[config.mk]
export PLATFORM = sky130hd
export DESIGN_NAME = gpr_wb_arbiter
export DESIGN_NICKNAME = d
export VERILOG_FILES = /design/src/rtl/gpr_wb_arbiter.sv
export SDC_FILE = /design/constraint.sdc
export NUM_CORES = 1
export LEC_CHECK = 0
export BUFFER_PORTS_ARGS = -buffer_cell sky130_fd_sc_hd__buf_4
export CORE_ASPECT_RATIO = 1.1
export CORE_MARGIN = 1
export CORE_UTILIZATION = 55
export CTS_CLUSTER_DIAMETER = 30
export DETAILED_ROUTE_END_ITERATION = 7
export PLACE_DENSITY_LB_ADDON = 0.1
export SKIP_LAST_GASP = 1
export SYNTH_ARGS = -nofsm -noshare
export SYNTH_HDL_FRONTEND = slang
export SYNTH_SLANG_ARGS = --single-unit
[constraint.sdc]
create_clock -name clk -period 5.8 [get_ports clk]
set_clock_uncertainty 0.05 [all_clocks]
set_input_delay 0.29 -clock clk [delete_from_list [all_inputs] [get_ports clk]]
set_output_delay 0.29 -clock clk [all_outputs]
set_load 0.1 [all_outputs]
[src/rtl/gpr_wb_arbiter.sv]
// Write-back arbiter for the GPR write port: pipeline results win, mult/div results queue in a FIFO.
// Define GPR_WB_SCOREBOARD_EN to build the pending-register bitmap; otherwise pending is 0.
module gpr_wb_arbiter #(
  parameter int FIFO_DEPTH   = 4,
  parameter int STARVE_LIMIT = 8
) (
  input  logic                        clk,
  input  logic                        reset,
  input  logic                        pipe_we,
  input  logic [4:0]                  pipe_addr,
  input  logic [31:0]                 pipe_data,
  input  logic                        md_valid,
  output logic                        md_ready,
  input  logic [4:0]                  md_addr,
  input  logic [31:0]                 md_data,
  output logic [4:0]                  rf_a3,
  output logic [31:0]                 rf_wd,
  output logic                        rf_regwr,
  output logic                        stall_req,
  output logic [31:0]                 pending,
  output logic [$clog2(FIFO_DEPTH):0] fifo_level
);

  localparam int AW = $clog2(FIFO_DEPTH);
  localparam int LW = AW + 1;
  localparam int WW = $clog2(STARVE_LIMIT + 1);

  typedef enum logic {
    NORMAL,
    STEAL
  } state_e;

  state_e          state_q, state_d;
  logic [WW-1:0]   wait_q, wait_d;
  logic [AW-1:0]   rd_ptr_q, rd_ptr_d;
  logic [AW-1:0]   wr_ptr_q, wr_ptr_d;
  logic [LW-1:0]   level_q, level_d;
  logic [4:0]      rf_a3_q, rf_a3_d;
  logic [31:0]     rf_wd_q, rf_wd_d;
  logic            rf_regwr_q, rf_regwr_d;
  logic            stall_q, stall_d;

  logic [4:0]      mem_addr_q [FIFO_DEPTH];
  logic [31:0]     mem_data_q [FIFO_DEPTH];

  logic full, empty, push, pipe_wr, pop;

  always_comb begin
    full     = (level_q == LW'(FIFO_DEPTH));
    empty    = (level_q == '0);
    md_ready = !full && !reset;
    // address-0 results are acknowledged but never stored
    push     = md_valid && md_ready && (md_addr != 5'd0);
    pipe_wr  = pipe_we && (pipe_addr != 5'd0);
    pop      = !pipe_wr && !empty;

    wr_ptr_d = wr_ptr_q + AW'(push);
    rd_ptr_d = rd_ptr_q + AW'(pop);
    level_d  = level_q + LW'(push) - LW'(pop);

    rf_regwr_d = pipe_wr || pop;
    rf_a3_d    = rf_a3_q;
    rf_wd_d    = rf_wd_q;
    if (pipe_wr) begin
      rf_a3_d = pipe_addr;
      rf_wd_d = pipe_data;
    end else if (pop) begin
      rf_a3_d = mem_addr_q[rd_ptr_q];
      rf_wd_d = mem_data_q[rd_ptr_q];
    end

    state_d = state_q;
    wait_d  = wait_q;
    stall_d = stall_q;
    unique case (state_q)
      NORMAL: begin
        if (empty || pop) begin
          wait_d = '0;
        end else begin
          wait_d = wait_q + WW'(1);
          if (wait_d == WW'(STARVE_LIMIT)) begin
            state_d = STEAL;
            stall_d = 1'b1;
          end
        end
      end
      STEAL: begin
        if (pop) begin
          state_d = NORMAL;
          stall_d = 1'b0;
          wait_d  = '0;
        end
      end
      default: state_d = NORMAL;
    endcase
  end

  always_ff @(posedge clk) begin
    if (reset) begin
      state_q    <= NORMAL;
      wait_q     <= '0;
      rd_ptr_q   <= '0;
      wr_ptr_q   <= '0;
      level_q    <= '0;
      rf_a3_q    <= '0;
      rf_wd_q    <= '0;
      rf_regwr_q <= 1'b0;
      stall_q    <= 1'b0;
    end else begin
      state_q    <= state_d;
      wait_q     <= wait_d;
      rd_ptr_q   <= rd_ptr_d;
      wr_ptr_q   <= wr_ptr_d;
      level_q    <= level_d;
      rf_a3_q    <= rf_a3_d;
      rf_wd_q    <= rf_wd_d;
      rf_regwr_q <= rf_regwr_d;
      stall_q    <= stall_d;
    end
  end

  always_ff @(posedge clk) begin
    if (push) begin
      mem_addr_q[wr_ptr_q] <= md_addr;
      mem_data_q[wr_ptr_q] <= md_data;
    end
  end

  assign rf_a3      = rf_a3_q;
  assign rf_wd      = rf_wd_q;
  assign rf_regwr   = rf_regwr_q;
  assign stall_req  = stall_q;
  assign fifo_level = level_q;

`ifdef GPR_WB_SCOREBOARD_EN
  // a bit stays set while any live entry still targets that register
  logic [31:0]   pend_vec;
  logic [AW-1:0] idx;
  always_comb begin
    pend_vec = '0;
    idx      = '0;
    for (int i = 0; i < FIFO_DEPTH; i++) begin
      idx = rd_ptr_q + AW'(i);
      if (LW'(i) < level_q) begin
        pend_vec[mem_addr_q[idx]] = 1'b1;
      end
    end
  end
  assign pending = pend_vec;
`else
  assign pending = 32'h0;
`endif

endmodule
==> results.cfg <==
[yosys]
synthFlopType = edfxtp_1
netlist_instances = 510
synth-edff-count = 148
synth_top_cell_area_share_pct = 55.5
yosys.area.top_type = edfxtp_1
yosysMostFrequentCell = edfxtp_1
syn-cell-area_um2 = 8010
synth-seq-cells = 199
yosys_warnings = 0
synthTopCellsByArea = edfxtp_1 (55%), dfxtp_1 (13%), mux4_2 (10%)
async_flop_share_pct = 0
synth_commonest_cells = edfxtp_1 (148), nand2_1 (74), dfxtp_1 (51)
synth.distinct_cells = 39
seq_area_frac_synth_pct = 68.2
syn_area_per_cell_um2 = 15.7

[place]
port_buffers = 120
place_worst_setup_slack_ps = 2750
place_area_um2 = 8930
dp_cells = 793
place_hpwl_um = 9790
globalplace.congestion = 0.722

[sta]
max_freq_ghz = 0.341
grt_setup_unrepaired = false
setup_tns_ps = 0
fin_ws_ps = 2870
hold_viol_final = 0
timing.final.crit_share_pct = 50.6
layout_min_cycle_time_ps = 2930
final_max_slew_viol_count = 0
tightest_slew_ps = 1070
relSlewSlack_pct = 28.4
setup_viol = 0

[critical_path]
critPathKind = flop to flop
start_kind = flop
rrSetupSlack_ps = 2870
crit_family = simple AND/OR/NAND/NOR gates
path_common_cell = xnor2_1
r2r_cells = 8
cpMaxStageDelayCell = or3_2
crit-reg2reg-capture = fifo_level[2]
critPathMaxFanout = 43
crit_arrival_ps = 3170
rr_startpoint = fifo_level[1]
crit_chain = or3_2, nand3_1, xnor2_1, ha_1, fa_1, xnor2_1, xnor2_1, nor2_1
cp.depth = 8
max_stage_delay_ps = 760
crit_path_end_kind = flop
path_buf_inv = 0
cp_data_required_time_ps = 6040

[cts]
cts_root_buf = clkbuf_16
cts.sinks = 199
path_clk_slew_ps = 70
cts_inserted_buffers = 17
insertion_delay_ps = 430
tritoncts = done
cts_resized = 0
cts_buffer_depth = 2
htreeDepth = 4

[final_layout]
final_cells = 843
final_util_pct = 69.5
antennaDiodeCount = 0
drive_gt1_share_pct = 34.4
syn2layout_area_growth_pct = 21.7
fin_nets = 724
design_area_um2 = 9750

[grt]
grt_pass1_wl_um = 24600
grt_overflow = 0
grt_start_max_net_pins = 51
grtUsageTotal_pct = 23.0
antenna_found_initial = 0
grt_pass1_vias = 4656

[hold_path]
min-delay-start = md_data[23]
worstHoldPathType = primary input to flop
holdPathEnd = mem_data_q[0][23]
hold_path_depth = 1

[die]
io_pins = 153
die_w_um = 117
rows = 45
core_um2 = 14000
die_height_um = 129
die_area_um2 = 15000
start_util_pct = 57.1

[route]
drt-initial-drc-count = 213
dr.pass1.iters = 5
via_per_inst = 5.47
wl_per_cell_um = 19.0
drc = 0
ant_nets = 0
wirelength_um = 16000
via_count = 4612

[pwr]
ir_worst_vdd_uv = 321
powerDensity_nw_per_um2 = 452
power_leakage_uw = 0.00350

[outcome]
outcome = finished clean

[flow_run]
maxCapViolations = 0
-- state kept, by name (all words and copies together), names as in the netlist --
signal,cells
state_q,1
rf_wd,32
mem_addr_q,20
fifo_level,3
wr_ptr_q,2
stall_req,1
wait_q,4
rf_a3,5
rd_ptr_q,2
rf_regwr,1
mem_data_q,128
-- layer usage --
| layer | track usage (%) | up-vias | routed length (um) |
|---|---|---|---|
| met4 | 9.61 | 0 | 325 |
| met5 | 0 | - | 0 |
| met1 | 28.4 | 2302 | 6460 |
| met2 | 39.5 | 145 | 8430 |
| met3 | 4.71 | 26 | 765 |
| li1 | - | 2139 | - |
-- metrics by stage --
step,hold WS [ps],total power [uW]
after floorplan,339,2870
after global placement,421,3170
after detailed placement,427,3190
after CTS,0.160,4450
after global routing,3.19,4580
final,12.8,4410
-- power breakdown --
group	switching, uW	internal [uW]	leakage (uW)	total [uW]
sequential	121	1650	0.00177	1770
clock	492	765	0.000304	1260
combinational	982	405	0.00143	1390
-- worst max-delay path by stage --
stage | slack (ps) | endpoint | from
2_1_floorplan | -640 | mem_addr_q[1][0] | fifo_level[1]
3_3_place_gp | 2770 | mem_data_q[1][27] | reset
3_5_place_dp | 2750 | mem_data_q[1][25] | reset
4_1_cts | 2810 | fifo_level[2] | fifo_level[1]
5_1_grt | 2660 | fifo_level[2] | fifo_level[1]
6_report | 2870 | fifo_level[2] | fifo_level[1]
-- what timing repair did --
action                                 CTS  global route
hold buffers                            18             0
endpoints found under the hold margin   65             0
buffers inserted                         0             0
setup endpoints to repair                0             0
-- cell usage in the layout, fill, tap and decap left out, types with 3 or more instances in the layout --
master         netlist  final
a311oi_2            20     20
bufinv_16            0      5
clkinv_4             0      3
nand2_1             74     74
buf_4               35    126
clkbuf_16            0     17
mux4_2              37     37
nor2_1              43     43
nand3_1              5      5
dfxtp_1             51     49
nor2b_1              3      3
xor2_1               3      3
ha_1                 3      3
a311oi_1            16     16
conb_1               1     32
edfxtp_1           148    148
a21oi_1              5      5
dlygate4sd3_1        0     18
inv_1                4      4
clkbuf_1            10      3
xnor2_1              4      4
-- cells by family (layout without fill, tap and decap cells) --
logic type,Yosys count,in the layout,synth area share [%]
adders and majority gates,4,4,0.719
other,1,32,0.0468
xor gates and xnor gates,7,7,0.766
and+or+nand+nor,140,140,7.23
AOI/OAI and AO/OA,54,54,7.01
buffers and inverters,66,180,5.30
muxes,39,39,10.7
DFF,199,199,68.2
-- area by class of cell --
cell class | count | area (um^2)
clock buffer | 20 | 437
clock inverter | 12 | 201
fill | 967 | 4270
inverter | 4 | 15.0
multi-input combinational | 276 | 2270
sequential | 199 | 5470
tap | 188 | 235
timing repair buffer | 144 | 1130
(Power assumes the default switching activity.)
